<file path="config.mk">
export PLATFORM = sky130hd
export DESIGN_NAME = id_ex_stage
export DESIGN_NICKNAME = d
export VERILOG_FILES = /design/src/rtl/id_ex_stage.sv
export SDC_FILE = /design/constraint.sdc
export NUM_CORES = 1
export LEC_CHECK = 0
export CORE_MARGIN = 2
export CORE_UTILIZATION = 46
export DETAILED_ROUTE_END_ITERATION = 16
export PLACE_DENSITY_LB_ADDON = 0.2
export SLEW_MARGIN = 30
export SYNTH_ARGS = -nofsm -noshare
export SYNTH_HDL_FRONTEND = slang
export SYNTH_SLANG_ARGS = --single-unit
</file>
<file path="constraint.sdc">
create_clock -name clk -period 4 [get_ports clk]
set_input_delay 0.4 -clock clk [delete_from_list [all_inputs] [get_ports clk]]
set_output_delay 0.4 -clock clk [all_outputs]
set_load 0.05 [all_outputs]
</file>
<file path="src/rtl/id_ex_stage.sv">
// ID/EX pipeline register with EX-stage operand forwarding and load-use detection.
// Two forwarding muxes (rs -> A, rt -> store data / B) share one per-operand sub-module.

module id_ex_fwd (
    input  logic [4:0]  idx,
    input  logic [31:0] regval,
    input  logic        mem_regwrite,
    input  logic [4:0]  mem_wreg,
    input  logic [31:0] mem_result,
    input  logic        wb_regwrite,
    input  logic [4:0]  wb_wreg,
    input  logic [31:0] wb_result,
    output logic [31:0] val
);
    logic mem_hit;
    logic wb_hit;

    // $0 is hardwired, so a write to index 0 must never be forwarded
    assign mem_hit = mem_regwrite && (mem_wreg != 5'd0) && (mem_wreg == idx);
    assign wb_hit  = wb_regwrite  && (wb_wreg  != 5'd0) && (wb_wreg  == idx);

    always_comb begin
        val = regval;
        if (mem_hit)
            val = mem_result;
        else if (wb_hit)
            val = wb_result;
    end
endmodule

module id_ex_stage (
    input  logic        clk,
    input  logic        rstn,
    input  logic        hold,
    input  logic        flush,
    input  logic        id_valid,
    input  logic [2:0]  id_ctrl,
    input  logic        id_alusrc,
    input  logic [4:0]  id_aluop,
    input  logic [4:0]  id_rs,
    input  logic [4:0]  id_rt,
    input  logic [4:0]  id_wreg,
    input  logic [31:0] id_rd1,
    input  logic [31:0] id_rd2,
    input  logic [31:0] id_imm,
    input  logic        mem_regwrite,
    input  logic [4:0]  mem_wreg,
    input  logic [31:0] mem_result,
    input  logic        wb_regwrite,
    input  logic [4:0]  wb_wreg,
    input  logic [31:0] wb_result,
    output logic        ex_valid,
    output logic [2:0]  ex_ctrl,
    output logic [4:0]  ex_aluop,
    output logic [4:0]  ex_wreg,
    output logic [31:0] ex_A,
    output logic [31:0] ex_B,
    output logic [31:0] ex_store_data,
    output logic        load_use
);
    localparam int NUM_SRC = 2;

    logic        valid_r;
    logic [2:0]  ctrl_r;
    logic        alusrc_r;
    logic [4:0]  aluop_r;
    logic [4:0]  rs_r;
    logic [4:0]  rt_r;
    logic [4:0]  wreg_r;
    logic [31:0] rd1_r;
    logic [31:0] rd2_r;
    logic [31:0] imm_r;

    logic [NUM_SRC-1:0][4:0]  src_idx;
    logic [NUM_SRC-1:0][31:0] src_val;
    logic [NUM_SRC-1:0][31:0] fwd_val;

    // A bubble (flush or invalid decode) clears every field, not just valid
    always_ff @(posedge clk or negedge rstn) begin
        if (!rstn) begin
            valid_r  <= 1'b0;
            ctrl_r   <= 3'd0;
            alusrc_r <= 1'b0;
            aluop_r  <= 5'd0;
            rs_r     <= 5'd0;
            rt_r     <= 5'd0;
            wreg_r   <= 5'd0;
            rd1_r    <= 32'd0;
            rd2_r    <= 32'd0;
            imm_r    <= 32'd0;
        end else if (flush || (!hold && !id_valid)) begin
            valid_r  <= 1'b0;
            ctrl_r   <= 3'd0;
            alusrc_r <= 1'b0;
            aluop_r  <= 5'd0;
            rs_r     <= 5'd0;
            rt_r     <= 5'd0;
            wreg_r   <= 5'd0;
            rd1_r    <= 32'd0;
            rd2_r    <= 32'd0;
            imm_r    <= 32'd0;
        end else if (!hold) begin
            valid_r  <= 1'b1;
            ctrl_r   <= id_ctrl;
            alusrc_r <= id_alusrc;
            aluop_r  <= id_aluop;
            rs_r     <= id_rs;
            rt_r     <= id_rt;
            wreg_r   <= id_wreg;
            rd1_r    <= id_rd1;
            rd2_r    <= id_rd2;
            imm_r    <= id_imm;
        end
    end

    assign src_idx[0] = rs_r;
    assign src_idx[1] = rt_r;
    assign src_val[0] = rd1_r;
    assign src_val[1] = rd2_r;

    genvar g;
    generate
        for (g = 0; g < NUM_SRC; g++) begin : g_fwd
            id_ex_fwd u_fwd (
                .idx          (src_idx[g]),
                .regval       (src_val[g]),
                .mem_regwrite (mem_regwrite),
                .mem_wreg     (mem_wreg),
                .mem_result   (mem_result),
                .wb_regwrite  (wb_regwrite),
                .wb_wreg      (wb_wreg),
                .wb_result    (wb_result),
                .val          (fwd_val[g])
            );
        end
    endgenerate

    assign ex_valid      = valid_r;
    assign ex_ctrl       = valid_r ? ctrl_r : 3'd0;
    assign ex_aluop      = aluop_r;
    assign ex_wreg       = wreg_r;
    assign ex_A          = fwd_val[0];
    assign ex_store_data = fwd_val[1];
    assign ex_B          = alusrc_r ? imm_r : fwd_val[1];

    // Built from registered state and id_* only, so the controller may drive flush from it
    assign load_use = valid_r && ctrl_r[1] && (wreg_r != 5'd0) && id_valid &&
                      ((wreg_r == id_rs) || (wreg_r == id_rt));
endmodule

</file>
======== After elaboration in Yosys (flattened, before gate mapping) ========
Cells that the tools add are included.
cells by class
  equal/unequal tests ..................... 7
  muxes and demuxes ....................... 26
  reductions and logical operators ........ 18
operators with widths
  kind                                                    number
  2-to-1 mux 32 bit                                       11
  2-to-1 mux 5 bit                                        8
  equality test 5 bit                                     6
  nonzero test 5 bit                                      3
  logical AND 1 bit                                       11
  2-to-1 mux 3 bit                                        3
  2-to-1 mux 1 bit                                        4
  logical NOT 1 bit                                       2
  logical OR 1 bit                                        2
  inequality test 2 x 1 -> 1 bit (second input constant)  1
word-level totals
  bits in registers ....................... 121
  input port bits ......................... 201
  output and inout port bits .............. 111
  logic and storage cells ................. 61

======== Longest topological paths before layout ========
Gate-level depths: netlist of run 1.
  word-level depth ........................ 6
  gate-level depth with buffers ........... 7
  mapped depth without buffers ............ 5

======== Hierarchy ========
A second synthesis of run 1 with hierarchy kept.
unflattened totals
  cells, all modules ...................... 698
  area total of the unflattened synthesis .. 7,110.6 sq um
modules (own cells, without submodules)
  module       instances  cells each  area each (sq um)  sequential area each (sq um)
  id_ex_stage  1          328         4,803.4            3,027.9
  id_ex_fwd    2          185         1,153.6            0.0

======== Worst setup path before layout of run 1 ========
Ideal clock, no wire load.
  kind .................................... input to output
  start point ............................. input mem_wreg[0]
  end point ............................... output ex_B[24]
  arrival time ............................ 2,739 ps
  data required time ...................... 3,600 ps
  setup slack ............................. 861 ps
  stages on the path ...................... 6
  cell sequence ........................... or4_1 -> o21a_1 -> nand3_1 -> clkbuf_1 -> nor2_1 -> o31ai_1
between the ends
  word-level cells in the longest chain between the ends .. 5
ends and longest elaborated chain
  item                 line  source
  start, declared      47    input logic [4:0] mem_wreg,
  nonzero test 5 bit   19    assign mem_hit = mem_regwrite && (mem_wreg != 5'd0) && (mem_wreg == idx);
  logical AND 1 bit    19
  logical AND 1 bit *  19
  2-to-1 mux 32 bit *  24    if (mem_hit)
  2-to-1 mux 32 bit *  144   assign ex_B = alusrc_r ? imm_r : fwd_val[1];
  end, declared        57    output logic [31:0] ex_B,
Every way passes the cells marked *; elsewhere a longest branch is shown, timed or not.

======== Final worst setup path of run 1 ========
  start point ............................. input wb_wreg[4]
  end point ............................... output ex_A[7]
between the ends
  word-level cells in the longest chain between the ends .. 5
ends and longest elaborated chain
  item                 line  source
  start, declared      50    input logic [4:0] wb_wreg,
  nonzero test 5 bit   20    assign wb_hit = wb_regwrite && (wb_wreg != 5'd0) && (wb_wreg == idx);
  logical AND 1 bit    20
  logical AND 1 bit *  20
  2-to-1 mux 32 bit *  26    else if (wb_hit)
  2-to-1 mux 32 bit *  24
  end, declared        56    output logic [31:0] ex_A,
Marks and branches as above.

==> results of run 1 <==
metal layers:
| layer | vias to the layer above | GRT usage |
|---|---|---|
| met4 | 0 | 0.156 |
| li1 | 2996 | - |
| met2 | 363 | 0.534 |
| met3 | 76 | 0.0760 |
| met1 | 3254 | 0.362 |
| met5 | - | 0 |
registers in the layout, summed over array words and instances, names as in the netlist:
register / flops
alusrc_r: 1
ctrl_r: 3
ex_aluop: 5
ex_valid: 1
ex_wreg: 5
imm_r: 32
rd1_r: 32
rd2_r: 32
rs_r: 5
rt_r: 5
worst max path at each step:
stage               cells after the start       end   startpoint
floorplan                               6  ex_B[24]  mem_wreg[0]
global placement                        7   ex_A[7]   wb_wreg[4]
detailed placement                      7   ex_A[7]   wb_wreg[4]
CTS                                     7   ex_A[7]   wb_wreg[4]
global route                            7   ex_A[7]   wb_wreg[4]
finish                                  7   ex_A[7]   wb_wreg[4]
cell usage in the layout, fill, tap and decap left out, drive strengths merged:
| cell type | instances |
|---|---|
| and2 | 3 |
| clkinv | 3 |
| clkbuf | 21 |
| o21a | 2 |
| bufinv | 4 |
| and4 | 2 |
| inv | 26 |
| nor3 | 32 |
| and3 | 7 |
| xnor2 | 8 |
| o211ai | 1 |
| o31ai | 6 |
| nand2 | 39 |
| a221oi | 32 |
| clkdlybuf4s50 | 216 |
| clkinvlp | 4 |
| or4 | 3 |
| a21oi | 28 |
| buf | 108 |
| a22o | 120 |
| mux2i | 58 |
| nand3 | 4 |
| dfrtp | 121 |
| o21ai | 32 |
| nand2b | 1 |
| xor2 | 22 |
| nor2b | 1 |
| nor2 | 42 |
logic make-up after synthesis:
kind of cell	Yosys count	synth area share
simple gates	134	0.0936
compound gates	221	0.275
flops	121	0.445
buf+inv	85	0.0627
mux	58	0.0853
xor+xnor	30	0.0386
metrics by stage:
step	hold WS (ns)	std cells	worst slack [ns]
6_report	0.0234	1130	0.457
5_1_grt	0.0741	1130	0.458
4_1_cts	0.0469	1129	0.500
3_5_place_dp	0.488	1097	0.495
3_3_place_gp	0.478	1097	0.535
2_1_floorplan	0.104	649	0.861
report_power, final:
part / leakage, uW / switching [uW] / internal [uW] / total, uW
clock network: 0.000301 / 558 / 1090 / 1650
logic: 0.00294 / 521 / 472 / 993
registers: 0.00165 / 42.4 / 1270 / 1310
cell type report:
class                      instances  area (um2)
sequential                       121        3030
timing repair buffer             324        3730
clock inverter                    11         169
fill                             960        3370
tap                              184         230
inverter                          26        97.6
clock buffer                      21         470
multi-input combinational        443        3380
==> impl_metrics.ini, run 1 <==
[run_status]
run_status = finished clean

[logic_synthesis]
async_reset_ff_frac = 1.00
synthTopCellsByCount = 121 x dfrtp_1, 120 x a22o_1, 58 x mux2i_1, 41 x clkbuf_1, 41 x nor2_1
ys.flop_type = dfrtp_1
yosysMostFrequentCell = dfrtp_1
yosys.cell_types.count = 34
yosysWarningCount = 0
synth_area_leader_cell = dfrtp_1
synth_top_area_frac = 0.445
synth.area.top_cells = dfrtp_1 45%, a22o_1 15%, mux2i_1 8.5%, a221oi_2 5.7%, xor2_1 2.8%
syn_nets = 850
netlist_area_um2 = 6800
synth_edf_count = 0
syn_avg_cell_area_um2 = 10.5
synth_seq_area_share = 0.445
synth_cells = 649
synth_seq_cells = 121

[worst_setup_path]
required_ns = 3.60
worst_setup_path_end_kind = output port
cpPeakStageDelay_ns = 0.83
regToRegEndpoint = alusrc_r
path_buf_inv = 2
r2r.worst_path.cells = 1
worst-path-max-fanout = 8
cpMostUsedCell = clkdlybuf4s50_1
start_kind = input port
crit_chain = clkdlybuf4s50_1 > or4_4 > o21a_4 > and4_2 > mux2i_1 > o21ai_1 > clkdlybuf4s50_1
critPathArrivalTime_ns = 3.14
path_class = input port to output port
regToRegSetupSlack_ns = 2.79
rr_startpoint = alusrc_r
crit_family = buffers and inverters
crit_slowest_cell = clkdlybuf4s50_1

[drt]
routedWlPerCell_um = 22.0
drt-met1-wl_mm = 9.49
ant_nets = 0
dr_wl_met3_mm = 1.88
first_pass_iters = 5
wl_mm = 24.9
num_vias = 6689
route.met2.wl_mm = 12.3
vias_per_cell = 5.92
top_layer = met4
post-route-drc-count = 0
drt-initial-drc-count = 448

[placed_design]
routabilityCongestion = 0.924
place.port_buffers = 311
hpwlAfterDp_mm = 17.8
place_area_um2 = 10400

[sta]
period_needed_ns = 3.54
fin_crit_sh = 0.886
setup_viol = 0
final_hold_viol_count = 0
worst_slew_pin_slew_ns = 0.796
fmax_ghz = 0.282
fin_worst_skew_ns = 0
relSlewSlack = 0.468
rsz0062_at_grt = false
drv_slew = 0
setup_tns_ns = 0

[floorplanning]
fp.dieW_um = 126
core_area_um2 = 14500
rows = 44
die_h_um = 126
dieArea_um2 = 15800
initial_utilization = 0.470
io_pins = 312

[clock_tree]
cts.clk_slew.worst_paths_ns = 0.06
postCtsSetupRepairBufs = 0
htreeDepth = 4
cts_root_buffer = clkbuf_16
cts-buffers-inserted = 17
cts-resized-gates = 0
cts_tree = built
cts_num_sinks = 121
clkLatencyLatePin_ns = 0.42
ctsHoldBuffers = 0
cts_buffer_depth = 2

[finish]
diodes = 0
area_delta_synth_final_pct = 63.3
final_nets = 1134
design_area_um2 = 11100
drive_gt1_frac = 0.186
fin_util = 0.767

[global_routing]
grt_max_degree = 68
grt_antenna_before_repair = 0
grtUsageTotal = 0.310
grt_pass1_wl_mm = 38.2
grt_pass1_vias = 7000
gr-total-overflow = 0

[pwr]
irDropWorstVdd_mv = 0.299
fin_total_pwr_uw = 3950
power_density_nw_per_um2 = 356
power_leakage_uw = 0.00489

[job]
maxCapViolCount = 0

[hold_path]
hold_class = input port to asynchronous set/reset pin
(Power assumes the default switching activity.)
==> inputs of run 2 (changes only) <==
--- a/config.mk
+++ b/config.mk
@@ -9,7 +9,6 @@
 export CORE_UTILIZATION = 46
 export DETAILED_ROUTE_END_ITERATION = 16
 export PLACE_DENSITY_LB_ADDON = 0.2
-export SLEW_MARGIN = 30
 export SYNTH_ARGS = -nofsm -noshare
 export SYNTH_HDL_FRONTEND = slang
 export SYNTH_SLANG_ARGS = --single-unit
==> run 2 against run 1 <==
Against the previous run: register-to-register slack worse by 0.31 ns; routed wire length down 0.33%; via count decreased by 0.25%; cell count about the same; setup slack worse by 0.0030 ns; core utilization is 0.21 points lower.
==> impl_metrics.ini, run 2 (synthesis results as in run 1) <==
[floorplanning]
rows = 44
initial_utilization = 0.470
die_h_um = 126
core_area_um2 = 14500
fp.dieW_um = 126
io_pins = 312
dieArea_um2 = 15800

[finish]
area_delta_synth_final_pct = 62.8
design_area_um2 = 11100
final_nets = 1133
stdcell_count = 1129
final_cell_mix = 216 x clkdlybuf4s50_1, 120 x a22o_1, 120 x dfrtp_1, 59 x buf_12, 58 x mux2i_1
layout_commonest_cell = clkdlybuf4s50_1
diodes = 0
drive_gt1_frac = 0.185
reg_top3 = imm_r x32, rd1_r x32, rd2_r x32

[worst_setup_path]
r2r.worst_path.cells = 1
rr_startpoint = alusrc_r
worst-path-max-fanout = 8
start_kind = input port
setup.worst_path.start = wb_wreg[4]
regToRegSetupSlack_ns = 2.48
worst_setup_path_end_kind = output port
required_ns = 3.60
endpoint = ex_A[7]
path_class = input port to output port
regToRegEndpoint = alusrc_r
critPathArrivalTime_ns = 3.15

[drt]
wl_mm = 24.8
post-route-drc-count = 0
first_pass_iters = 5
routedWlPerCell_um = 22.0
num_vias = 6672
ant_nets = 0
vias_per_cell = 5.91
drt-initial-drc-count = 459

[sta]
drv_slew = 0
fin_worst_skew_ns = 0
fin_crit_sh = 0.886
final_hold_viol_count = 0
fmax_ghz = 0.282
setup_slack_ns = 0.454
rsz0062_at_grt = false
hold_slack_ns = 0.0215
setup_tns_ns = 0
relSlewSlack = 0.185
setup_viol = 0
period_needed_ns = 3.55
worst_slew_pin_slew_ns = 1.22

[hold_path]
hold_class = input port to asynchronous set/reset pin

[pwr]
swShare = 0.284
power.internal_uw = 2830
clkPwrFrac = 0.417
irDropWorstVdd_mv = 0.300
power_switching_uw = 1120
power_density_nw_per_um2 = 357
power_leakage_uw = 0.00488
pwr-share-seq = 0.332
combPwrFrac = 0.250

[clock_tree]
cts_num_sinks = 121
clkLatencyLatePin_ns = 0.42
cts-resized-gates = 0
postCtsSetupRepairBufs = 0
cts_root_buffer = clkbuf_16
ctsHoldBuffers = 0
cts-buffers-inserted = 17
htreeDepth = 4
cts_tree = built
cts.clk_slew.worst_paths_ns = 0.06
cts_buffer_depth = 2

[global_routing]
grtUsageTotal = 0.310
grt_pass1_wl_mm = 38.2
grt_antenna_before_repair = 0
grt_max_degree = 68
gr-total-overflow = 0
grt_pass1_vias = 7000

[job]
maxCapViolCount = 0

[placed_design]
place_inst = 1097
place.port_buffers = 311
place_ws_ns = 0.495
place_area_um2 = 10400
hpwlAfterDp_mm = 17.8
routabilityCongestion = 0.924

[run_status]
run_status = finished clean
==> run 2: changes by cell type in the layout (fill, tap and decap cells not counted) <==
cell and change:
buf_16 -1, dfrtp_4 -1, dfrtp_2 +1
==> run 2: per-stage QoR <==
| stage | power (uW) | util |
|---|---|---|
| after floorplan | 1770 | - |
| after global placement | 2300 | 0.721 |
| after detailed placement | 2320 | 0.721 |
| after CTS | 3970 | 0.765 |
| after global routing | 4070 | 0.765 |
| final | 3950 | 0.765 |
==> run 2: routing by layer <==
metal / global-route usage / up-vias / part of all wire
li1: - / 2996 / -
met1: 0.362 / 3245 / 0.38
met2: 0.534 / 358 / 0.50
met3: 0.0760 / 73 / 0.079
met4: 0.156 / 0 / 0.047
met5: 0 / - / 0
==> run 2: layout make-up <==
cell class / instances / area [um2]
repair buffers: 323 / 3700
fillers: 965 / 3400
multi-input cells: 443 / 3380
flip-flops and latches: 121 / 3030
clock buffers: 21 / 470
well taps: 184 / 230
clock inverters: 11 / 169
inverters: 26 / 97.6
==> run 2: critical path, cell delays in order <==
cell,delay [ns]
clkdlybuf4s50_1,0.48
or4_4,0.56
o21a_4,0.26
and4_2,0.30
mux2i_1,0.15
o21ai_1,0.17
clkdlybuf4s50_1,0.83
==> run 2: how the worst min path moves through the flow <==
stage              start        end  slack, ns  depth (start not counted)
4_1_cts             rstn  rd1_r[26]       0.05                          1
3_5_place_dp   ctrl_r[1]  ctrl_r[1]       0.49                          1
6_report            rstn  imm_r[26]       0.02                          1
5_1_grt             rstn  imm_r[26]       0.07                          1
3_3_place_gp        rstn  imm_r[26]       0.48                          1
2_1_floorplan       rstn   alusrc_r       0.10                          0
==> run 2: power groups by stage <==
stage | logic (uW) | clock network, uW | registers (uW)
after global placement | 973 | 0 | 1330
after floorplan | 444 | 0 | 1330
after detailed placement | 986 | 0 | 1330
final | 988 | 1650 | 1310
after CTS | 991 | 1670 | 1310
after global routing | 1030 | 1720 | 1320
==> inputs of run 3 (changes only) <==
--- a/config.mk
+++ b/config.mk
@@ -7,7 +7,9 @@
 export LEC_CHECK = 0
 export CORE_MARGIN = 2
 export CORE_UTILIZATION = 46
+export CTS_CLUSTER_DIAMETER = 60
 export DETAILED_ROUTE_END_ITERATION = 16
+export MAX_ROUTING_LAYER = met4
 export PLACE_DENSITY_LB_ADDON = 0.2
 export SYNTH_ARGS = -nofsm -noshare
 export SYNTH_HDL_FRONTEND = slang
==> run 3 against run 2 <==
Against the previous run: global-route usage rose by 1.4 points; clock-buffer cell count grew 5; register-to-register slack better by 0.32 ns; worst hold slack improved by 0.053 ns; routed wire length increased by 0.49%; sequential power barely moved; non-clock buffer count unchanged; core utilization decreased by 0.76 points; largest power group unchanged.
==> impl_metrics.ini, run 3 (synthesis results as in run 1) <==
[run_status]
run_status = finished clean

[sta]
fmax_ghz = 0.286
rsz0062_at_grt = false
period_needed_ns = 3.49
final_hold_viol_count = 0
fin_crit_sh = 0.874
worst_slew_pin_slew_ns = 0.847
setup_viol = 0
drv_slew = 0
hold_slack_ns = 0.0741
setup_slack_ns = 0.506
setup_tns_ns = 0
fin_worst_skew_ns = 0
relSlewSlack = 0.436

[clock_tree]
postCtsSetupRepairBufs = 0
ctsHoldBuffers = 0
cts-resized-gates = 0
cts-buffers-inserted = 17
cts.clk_slew.worst_paths_ns = 0.05
clkLatencyLatePin_ns = 0.41
htreeDepth = 4
cts_buffer_depth = 2
cts_tree = built
cts_num_sinks = 121
cts_root_buffer = clkbuf_16

[global_routing]
gr-total-overflow = 0
grtUsageTotal = 0.324
grt_max_degree = 65
grt_pass1_vias = 7102
grt_antenna_before_repair = 2
grt_pass1_wl_mm = 38.8

[finish]
design_area_um2 = 11000
fin_util = 0.758
final_cell_mix = 216 x clkdlybuf4s50_1, 120 x a22o_1, 120 x dfrtp_1, 59 x buf_12, 58 x mux2i_1
drive_gt1_frac = 0.179
layout_commonest_cell = clkdlybuf4s50_1
final_nets = 1133
reg_top3 = imm_r x32, rd1_r x32, rd2_r x32
area_delta_synth_final_pct = 61.2

[placed_design]
routabilityCongestion = 0.950
place_ws_ns = 0.519
place_area_um2 = 10400
hpwlAfterDp_mm = 17.9
place.port_buffers = 311

[worst_setup_path]
worst-path-max-fanout = 26
start_kind = input port
critPathArrivalTime_ns = 3.09
required_ns = 3.60
path_class = input port to output port
worst_setup_path_end_kind = output port

[floorplanning]
io_pins = 312
dieArea_um2 = 15800
rows = 44
die_h_um = 126
fp.dieW_um = 126
core_area_um2 = 14500
initial_utilization = 0.470

[hold_path]
hold_class = input port to asynchronous set/reset pin

[drt]
num_vias = 6741
vias_per_cell = 5.98
ant_nets = 0
routedWlPerCell_um = 22.1
post-route-drc-count = 0
first_pass_iters = 5
drt-initial-drc-count = 461
wl_mm = 24.9

[pwr]
power_density_nw_per_um2 = 335
irDropWorstVdd_mv = 0.320
power_leakage_uw = 0.00484

[job]
maxCapViolCount = 0
run 3: changes by cell type in the layout (fill, tap and decap cells not counted), sizes merged:
cell / change
clkinvlp: -4
diode: +2
clkbuf: +5
bufinv: -4
run 3: path summary, 6_finish.rpt:
check	start	to	slack, ns	depth (start not counted)
min in group clk	rd1_r[27]	rd1_r[27]	0.50	1
max	wb_wreg[4]	ex_A[31]	0.51	8
min	rstn	rd2_r[21]	0.07	1
max in group asynchronous	rstn	rd1_r[22]	3.07	2
max reg2reg	alusrc_r	alusrc_r	2.80	1
min reg2reg	rd1_r[27]	rd1_r[27]	0.50	1
run 3: layer usage:
metal	global-route usage	up-vias	routed length, um
li1	-	3000	-
met1	0.378	3288	9510
met2	0.529	371	12300
met3	0.0701	82	1890
met4	0.169	0	1220
met5	-	-	0
run 3: power by group:
part / switching [uW] / internal, uW / total (uW) / leakage, uW
Clock: 511 / 859 / 1370 / 0.000262
Sequential: 40.1 / 1270 / 1310 / 0.00165
Combinational: 523 / 470 / 993 / 0.00293
Total: 1070 / 2600 / 3680 / 0.00484
run 3: area by class of cell:
type,count,area (um2)
sequential,121,3030
timing repair buffer,323,3700
clock buffer,26,509
tap,184,230
inverter,26,97.6
antenna,2,5.00
clock inverter,3,15.0
fill,974,3510
multi-input combinational,443,3380
run 3: stage by stage:
step / instances / power (uW)
floorplan: 649 / 1770
global placement: 1097 / 2310
detailed placement: 1097 / 2320
CTS: 1126 / 3700
global route: 1128 / 3790
finish: 1128 / 3680
run 3: critical path, stage by stage:
cell	delay [ns]
clkdlybuf4s50_1	0.47
or4_4	0.56
o21a_4	0.25
and4_2	0.30
buf_4	0.35
mux2i_1	0.18
o21ai_0	0.31
buf_4	0.27
